### config.mk
export PLATFORM = sky130hd
export DESIGN_NAME = adpll_cfg_master_flat
export DESIGN_NICKNAME = d
export VERILOG_FILES = /design/src/rtl/adpll_cfg_master_pkg.sv /design/src/rtl/adpll_cfg_master_if.sv /design/src/rtl/adpll_bus_master.sv /design/src/rtl/adpll_cfg_master.sv /design/src/flat_wrapper.sv
export SDC_FILE = /design/constraint.sdc
export NUM_CORES = 1
export LEC_CHECK = 0
export CAP_MARGIN = 20
export CORE_AREA = 2 2 105 107
export DETAILED_ROUTE_END_ITERATION = 12
export DIE_AREA = 0 0 107 109
export PLACE_DENSITY = 0.67
export SKIP_LAST_GASP = 1
export SLEW_MARGIN = 10
export SYNTH_ARGS = -nofsm -noshare
export SYNTH_HDL_FRONTEND = slang
export SYNTH_SLANG_ARGS = --single-unit
### constraint.sdc
create_clock -name clk -period 6.5 [get_ports clk]
set_input_delay 1.625 -clock clk [delete_from_list [all_inputs] [get_ports clk]]
set_output_delay 1.625 -clock clk [all_outputs]
set_load 0.02 [all_outputs]
### src/rtl/adpll_cfg_master_pkg.sv
// Shared constants for the ADPLL configuration master: bus widths, register map,
// bring-up FSM states and default timing parameters.
package adpll_cfg_master_pkg;

    localparam int ADPLL_ADDR_W = 8;
    localparam int FCWW         = 26;

    localparam logic [ADPLL_ADDR_W-1:0] ADPLL_SOFT_RST = 8'h00;
    localparam logic [ADPLL_ADDR_W-1:0] ADPLL_FCW      = 8'h04;
    localparam logic [ADPLL_ADDR_W-1:0] ADPLL_MODE     = 8'h08;
    localparam logic [ADPLL_ADDR_W-1:0] ADPLL_EN       = 8'h0C;
    localparam logic [ADPLL_ADDR_W-1:0] ADPLL_LOCK     = 8'h10;
    localparam logic [ADPLL_ADDR_W-1:0] ADPLL_SAT      = 8'h14;

    localparam logic [31:0] ADPLL_EN_ON  = 32'd1;
    localparam logic [31:0] ADPLL_EN_OFF = 32'd0;

    localparam int DEF_POLL_GAP  = 64;
    localparam int DEF_MAX_POLLS = 1024;

    typedef enum logic [3:0] {
        ST_IDLE,
        ST_W_RST,
        ST_W_FCW,
        ST_W_MODE,
        ST_W_EN,
        ST_GAP,
        ST_R_LOCK,
        ST_R_SAT,
        ST_W_DIS,
        ST_FIN
    } cfg_state_e;

endpackage

### src/rtl/adpll_cfg_master_if.sv
// ADPLL CPU register bus: request (valid/address/wdata/wstrb) and response (rdata/ready).
interface adpll_cfg_master_if;
    import adpll_cfg_master_pkg::*;

    logic                    valid;
    logic [ADPLL_ADDR_W-1:0] address;
    logic [31:0]             wdata;
    logic                    wstrb;
    logic [31:0]             rdata;
    logic                    ready;

    modport master (output valid, address, wdata, wstrb, input rdata, ready);
    modport slave  (input valid, address, wdata, wstrb, output rdata, ready);

endinterface

### src/rtl/adpll_bus_master.sv
// Single-transaction bus engine: holds one request stable until ready, then drops valid.
// A new command is only accepted while valid is low, which guarantees the idle gap.
module adpll_bus_master
    import adpll_cfg_master_pkg::*;
(
    input  logic                    clk,
    input  logic                    rst,
    input  logic                    cmd_go,
    input  logic                    cmd_we,
    input  logic [ADPLL_ADDR_W-1:0] cmd_addr,
    input  logic [31:0]             cmd_wdata,
    output logic                    cmd_done,
    output logic [31:0]             cmd_rdata,
    adpll_cfg_master_if.master      bus
);

    logic                    valid_q, valid_d;
    logic                    we_q, we_d;
    logic [ADPLL_ADDR_W-1:0] addr_q, addr_d;
    logic [31:0]             wdata_q, wdata_d;

    always_comb begin
        valid_d = valid_q;
        we_d    = we_q;
        addr_d  = addr_q;
        wdata_d = wdata_q;
        if (valid_q) begin
            if (bus.ready) begin
                valid_d = 1'b0;
            end
        end else if (cmd_go) begin
            valid_d = 1'b1;
            we_d    = cmd_we;
            addr_d  = cmd_addr;
            wdata_d = cmd_we ? cmd_wdata : 32'd0;
        end
    end

    always_ff @(posedge clk) begin
        if (rst) begin
            valid_q <= 1'b0;
            we_q    <= 1'b0;
            addr_q  <= '0;
            wdata_q <= '0;
        end else begin
            valid_q <= valid_d;
            we_q    <= we_d;
            addr_q  <= addr_d;
            wdata_q <= wdata_d;
        end
    end

    assign cmd_done    = valid_q & bus.ready;
    assign cmd_rdata   = bus.rdata;
    assign bus.valid   = valid_q;
    assign bus.wstrb   = we_q;
    assign bus.address = addr_q;
    assign bus.wdata   = wdata_q;

endmodule

### src/rtl/adpll_cfg_master.sv
// ADPLL channel bring-up sequencer: soft reset, FCW, mode, enable, then polls
// lock/saturation status until lock, timeout, saturation error or abort.
module adpll_cfg_master
    import adpll_cfg_master_pkg::*;
#(
    parameter int POLL_GAP  = DEF_POLL_GAP,
    parameter int MAX_POLLS = DEF_MAX_POLLS
) (
    input  logic              clk,
    input  logic              rst,
    input  logic              start,
    input  logic              abort,
    input  logic [FCWW-1:0]   fcw_in,
    input  logic [1:0]        mode_in,
    adpll_cfg_master_if.master bus,
    output logic              busy,
    output logic              done,
    output logic              locked,
    output logic              timeout,
    output logic              sat_err
);

    localparam int POLL_W = $clog2(MAX_POLLS) + 1;
    localparam int GAP_W  = $clog2(POLL_GAP) + 1;
    localparam logic [POLL_W-1:0] POLL_LAST = POLL_W'(MAX_POLLS);
    localparam logic [GAP_W-1:0]  GAP_LAST  = GAP_W'(POLL_GAP - 1);

    cfg_state_e        state_q, state_d;
    logic [FCWW-1:0]   fcw_q, fcw_d;
    logic [1:0]        mode_q, mode_d;
    logic [POLL_W-1:0] poll_q, poll_d;
    logic [GAP_W-1:0]  gap_q, gap_d;
    logic              issued_q, issued_d;
    logic              abort_q, abort_d;
    logic              locked_q, locked_d;
    logic              timeout_q, timeout_d;
    logic              sat_q, sat_d;

    logic                    cmd_go, cmd_we, cmd_done;
    logic [ADPLL_ADDR_W-1:0] cmd_addr;
    logic [31:0]             cmd_wdata, cmd_rdata;
    logic                    abort_eff, rd_bit, rdata_unused;

    assign abort_eff    = abort_q | abort;
    assign rd_bit       = cmd_rdata[0];
    assign rdata_unused = ^cmd_rdata[31:1];

    adpll_bus_master u_bus (
        .clk       (clk),
        .rst       (rst),
        .cmd_go    (cmd_go),
        .cmd_we    (cmd_we),
        .cmd_addr  (cmd_addr),
        .cmd_wdata (cmd_wdata),
        .cmd_done  (cmd_done),
        .cmd_rdata (cmd_rdata),
        .bus       (bus)
    );

    // Register access implied by each bus state.
    always_comb begin
        cmd_we    = 1'b1;
        cmd_addr  = ADPLL_SOFT_RST;
        cmd_wdata = 32'd0;
        case (state_q)
            ST_W_RST:  cmd_wdata = 32'd1;
            ST_W_FCW:  begin cmd_addr = ADPLL_FCW;  cmd_wdata = 32'(fcw_q);  end
            ST_W_MODE: begin cmd_addr = ADPLL_MODE; cmd_wdata = 32'(mode_q); end
            ST_W_EN:   begin cmd_addr = ADPLL_EN;   cmd_wdata = ADPLL_EN_ON;  end
            ST_W_DIS:  begin cmd_addr = ADPLL_EN;   cmd_wdata = ADPLL_EN_OFF; end
            ST_R_LOCK: begin cmd_we = 1'b0; cmd_addr = ADPLL_LOCK; end
            ST_R_SAT:  begin cmd_we = 1'b0; cmd_addr = ADPLL_SAT;  end
            default:   ;
        endcase
    end

    always_comb begin
        state_d   = state_q;
        fcw_d     = fcw_q;
        mode_d    = mode_q;
        poll_d    = poll_q;
        gap_d     = gap_q;
        issued_d  = issued_q;
        abort_d   = abort_q;
        locked_d  = locked_q;
        timeout_d = timeout_q;
        sat_d     = sat_q;
        cmd_go    = 1'b0;
        case (state_q)
            ST_IDLE: begin
                if (start) begin
                    fcw_d     = fcw_in;
                    mode_d    = mode_in;
                    poll_d    = '0;
                    gap_d     = '0;
                    abort_d   = 1'b0;
                    locked_d  = 1'b0;
                    timeout_d = 1'b0;
                    sat_d     = 1'b0;
                    state_d   = ST_W_RST;
                end
            end
            ST_GAP: begin
                abort_d = abort_eff;
                if (abort_eff) begin
                    state_d = ST_W_DIS;
                end else if (gap_q == GAP_LAST) begin
                    gap_d   = '0;
                    state_d = ST_R_LOCK;
                end else begin
                    gap_d = gap_q + 1'b1;
                end
            end
            ST_FIN: begin
                abort_d = 1'b0;
                state_d = ST_IDLE;
            end
            default: begin
                // Bus states: issue once, then wait for the acknowledge.
                if (state_q != ST_W_DIS) begin
                    abort_d = abort_eff;
                end
                if (!issued_q) begin
                    if (abort_eff && state_q != ST_W_DIS) begin
                        state_d = ST_W_DIS;
                    end else begin
                        cmd_go   = 1'b1;
                        issued_d = 1'b1;
                    end
                end else if (cmd_done) begin
                    issued_d = 1'b0;
                    if (state_q == ST_R_LOCK) begin
                        poll_d = poll_q + 1'b1;
                    end
                    if (state_q == ST_W_DIS) begin
                        state_d = ST_FIN;
                    end else if (abort_eff) begin
                        state_d = ST_W_DIS;
                    end else begin
                        case (state_q)
                            ST_W_RST:  state_d = ST_W_FCW;
                            ST_W_FCW:  state_d = ST_W_MODE;
                            ST_W_MODE: state_d = ST_W_EN;
                            ST_W_EN:   state_d = ST_R_LOCK;
                            ST_R_LOCK: begin
                                if (rd_bit) begin
                                    state_d = ST_R_SAT;
                                end else if (poll_d == POLL_LAST) begin
                                    timeout_d = 1'b1;
                                    state_d   = ST_W_DIS;
                                end else begin
                                    gap_d   = '0;
                                    state_d = ST_GAP;
                                end
                            end
                            ST_R_SAT: begin
                                if (rd_bit) begin
                                    sat_d   = 1'b1;
                                    state_d = ST_W_DIS;
                                end else begin
                                    locked_d = 1'b1;
                                    state_d  = ST_FIN;
                                end
                            end
                            default: state_d = ST_IDLE;
                        endcase
                    end
                end
            end
        endcase
    end

    always_ff @(posedge clk) begin
        if (rst) begin
            state_q   <= ST_IDLE;
            fcw_q     <= '0;
            mode_q    <= '0;
            poll_q    <= '0;
            gap_q     <= '0;
            issued_q  <= 1'b0;
            abort_q   <= 1'b0;
            locked_q  <= 1'b0;
            timeout_q <= 1'b0;
            sat_q     <= 1'b0;
        end else begin
            state_q   <= state_d;
            fcw_q     <= fcw_d;
            mode_q    <= mode_d;
            poll_q    <= poll_d;
            gap_q     <= gap_d;
            issued_q  <= issued_d;
            abort_q   <= abort_d;
            locked_q  <= locked_d;
            timeout_q <= timeout_d;
            sat_q     <= sat_d;
        end
    end

    assign busy    = (state_q != ST_IDLE);
    assign done    = (state_q == ST_FIN);
    assign locked  = locked_q;
    assign timeout = timeout_q;
    assign sat_err = sat_q;

endmodule

### src/flat_wrapper.sv
// flat-port wrapper written by rule: the top's interface ports become plain ports
module adpll_cfg_master_flat import adpll_cfg_master_pkg::*;
#(
    parameter int POLL_GAP  = DEF_POLL_GAP,
    parameter int MAX_POLLS = DEF_MAX_POLLS
)
  (clk, rst, start, abort, fcw_in, mode_in, busy, done, locked, timeout, sat_err, bus_valid, bus_address, bus_wdata, bus_wstrb, bus_rdata, bus_ready);
  adpll_cfg_master_if bus_i ();
  input  logic clk;
  input  logic rst;
  input  logic start;
  input  logic abort;
  input  logic [FCWW-1:0] fcw_in;
  input  logic [1:0] mode_in;
  output logic busy;
  output logic done;
  output logic locked;
  output logic timeout;
  output logic sat_err;
  output wire logic [$bits(bus_i.valid)-1:0] bus_valid;
  output wire logic [$bits(bus_i.address)-1:0] bus_address;
  output wire logic [$bits(bus_i.wdata)-1:0] bus_wdata;
  output wire logic [$bits(bus_i.wstrb)-1:0] bus_wstrb;
  input wire logic [$bits(bus_i.rdata)-1:0] bus_rdata;
  input wire logic [$bits(bus_i.ready)-1:0] bus_ready;
  assign bus_valid = bus_i.valid;
  assign bus_address = bus_i.address;
  assign bus_wdata = bus_i.wdata;
  assign bus_wstrb = bus_i.wstrb;
  assign bus_i.rdata = bus_rdata;
  assign bus_i.ready = bus_ready;
  adpll_cfg_master #(.POLL_GAP(POLL_GAP), .MAX_POLLS(MAX_POLLS)) u_core (.clk(clk), .rst(rst), .start(start), .abort(abort), .fcw_in(fcw_in), .mode_in(mode_in), .bus(bus_i), .busy(busy), .done(done), .locked(locked), .timeout(timeout), .sat_err(sat_err));
endmodule
==> results.yml <==
setup_path:
  cp-start-kind: "flop"
  arrival_ns: 2.56
  worstSetupPathType: "reg2out"
  reg2reg_from: "u_core.state_q[3]$_SDFFE_PP0P_"
  crit_chain: "nor3b_1 > nand2_1 > inv_1 > clkdlybuf4s50_1"
  worstPathRequired_ns: 4.88
  cp_slowest_cell: "dfxtp_1"
  crit_start: "u_core.state_q[3]$_SDFFE_PP0P_"
  path_max_fanout: 23
  cp-end-kind: "output pin"
  max_stage_delay_ns: 0.90
  crit_family: "flip-flops"
  cp_num_buf_inv: 2
pwr:
  p_leak_nw: 1.77
  powerDensity_nw_per_um2: 315
  peakVddDrop_v: 0.000132
detailed_routing:
  post_drt_wl_per_cell_microns: 14.8
  drc_errors: 0
  antenna_left: 0
  first_pass_iters: 5
  vias: 3900
  drt_iter0_markers: 212
  via_per_inst: 5.42
  drt_wl_total_mm: 10.7
cells_and_area:
  insertedDiodeCount: 0
  drive_gt1_share_pct: 6.22
  multiInputGateArea_sq_um: 2190
  fill_cells: 1091
  finalNetCount: 641
  areaGrowthSynthToFinish_pct: 22.1
  register_area_sq_um: 1720
  finalCoreUtilization_pct: 47.6
synthesis:
  ys_seq_elements: 86
  synth_commonest_cells: "dfxtp_1 (86), nand2_1 (79), a21oi_1 (67)"
  synth_area_leaders: "dfxtp_1 (42%), a21oi_1 (8.1%), nand2_1 (7.2%)"
  yosysMostFrequentCell: "dfxtp_1"
  ys_types: 60
  syn_inst: 527
  synthArstFlopShare_pct: 0
  synth_top_area_share_pct: 41.6
  yosysSeqAreaShare_pct: 41.6
  yosys_warnings: 0
  synth_area_sq_um: 4130
  avgSynthCellArea_sq_um: 7.84
  synth_top_flop_cell: "dfxtp_1"
  synth_edf_count: 0
  yosysTopAreaCell: "dfxtp_1"
grt:
  grt.overflow.total: 0
  grt_pass1_wl_mm: 17.7
  antenna_found_initial: 0
  grt_pass1_vias: 3718
  grt_use_total_pct: 18.7
  grt_max_degree: 57
sta:
  slew_violations: 0
  rsz0062_at_grt: "no"
  finalSetupTns_ns: 0
  worst_pin_slew_ns: 1.02
  setup_violations: 0
  timing.hold.ws_ns: 0.444
  fmax_mhz: 239
  maxSlewHeadroom_pct: 32.1
  fin_skew_ns: 0.00782
  fin_crit_sh_pct: 64.4
  min_period_ns: 4.19
  finalHoldViolations: 0
placed_design:
  port_buffers: 69
  gp_congestion: 0.884
  hpwl_mm: 6.94
clock_network:
  cts_setup_buffers: 0
  cts_root_buf: "clkbuf_8"
  cts_tree: "yes"
  h-tree-depth: 3
  cts.repair.resized: 0
  clkTransAtPathRegs_ns: 0.09
  clock_sinks: 86
  numCtsBuffers: 9
  insertion_delay_ns: 0.37
  clk_path_buf_depth: 2
  ctsHoldBuffers: 0
die:
  core_sq_um: 10600
  start_util_pct: 39.0
  die_h_microns: 109
  io_pins: 112
  rows: 38
  dieArea_sq_um: 11700
  dieWidth_microns: 107
job:
  drv_cap: 0
status:
  outcome: "finished, final reports clean"
hold_path:
  holdCritStartpoint: "u_core.gap_q[6]$_SDFFE_PP0P_"
  hold_path_class: "reg2reg"
power breakdown:
group / switching (W) / internal, W / leakage (nW) / total, W
Clock: 0.000214 / 0.000147 / 0.0898 / 0.000360
Combinational: 0.000374 / 0.000217 / 0.986 / 0.000590
Sequential: 0.0000487 / 0.000591 / 0.698 / 0.000639
worst register-to-register path, cell delays in order, from the launching register on:
cell and delay (ns):
dfxtp_1 0.90, nand4bb_4 0.33, nor3_1 0.09, or3_1 0.32
a22o_1 0.22, or4b_1 0.62, a311oi_1 0.33
sequential cells by signal (all words and copies together), names as in the netlist:
name and cells:
u_core.fcw_q 26, u_core.u_bus.bus.wdata 26, u_core.poll_q 11, u_core.gap_q 7
u_core.state_q 4, u_core.u_bus.bus.address 3, u_core.mode_q 2, u_core.abort_q 1
u_core.issued_q 1, u_core.locked 1, u_core.sat_err 1, u_core.timeout 1
u_core.u_bus.bus.valid 1, u_core.u_bus.bus.wstrb 1
cells in the final DEF (no fill, tap or decap), drive strengths merged, types with 3 or more instances in the layout:
master / instances
dfxtp: 86
nand2: 79
clkdlybuf4s50: 68
a21oi: 67
nor2: 60
a22oi: 24
o21ai: 21
nor3: 19
conb: 11
nand3: 10
clkbuf: 10
buf: 10
or3: 8
inv: 8
and3: 5
a211oi: 5
nand2b: 5
o21a: 5
a311oi: 5
and2: 4
a31oi: 4
o211a: 4
or2: 4
and4: 4
nor3b: 3
xor2: 3
or3b: 3
clkinv: 3
nor4: 3
through the flow:
stage / worst slack, ns / power, W / instances / instance area [sq um]
after floorplan: 3.34 / 0.00106 / 537 / 4170
after global placement: 2.45 / 0.00122 / 702 / 4860
after detailed placement: 2.42 / 0.00123 / 702 / 4860
after CTS: 2.32 / 0.00159 / 718 / 5040
after global routing: 2.19 / 0.00170 / 719 / 5050
final: 2.31 / 0.00159 / 719 / 5050
cell type report:
| cell class | instances | area share (%) |
|---|---|---|
| Multi-Input combinational cell | 393 | 43.4 |
| Inverter | 6 | 0.446 |
| Timing Repair Buffer | 78 | 14.9 |
| Sequential cell | 86 | 34.1 |
| Clock inverter | 6 | 1.07 |
| Clock buffer | 10 | 2.53 |
| Tap cell | 140 | 3.47 |
final timing paths:
path	cells past startpoint	end	slack (ns)
worst max register to register	6	u_core.gap_q[1]$_SDFFE_PP0P_	3.60
worst min register to register	2	u_core.gap_q[6]$_SDFFE_PP0P_	0.44
worst max-delay path	4	done	2.31
worst min-delay path	2	u_core.gap_q[6]$_SDFFE_PP0P_	0.44
routing by layer:
metal  vias up  global-route usage, %  share of wire, %
met4         0                   6.12               1.2
li1       1945                      -                 -
met2       122                   29.7                46
met1      1819                   24.4                45
met3        14                   5.62               7.9
met5         -                      0                 0
cells by family after synthesis:
family | after synthesis | synth area share, %
xor gates and xnor gates | 5 | 1.06
AOI/OAI and AO/OA | 152 | 23.1
buffers and inverters | 58 | 6.54
muxes | 2 | 0.484
adders and majority gates | 2 | 0.605
other | 1 | 0.0907
DFF | 86 | 41.6
and+or+nand+nor | 221 | 26.5
Note: power is estimated with default switching activity, not from simulation.
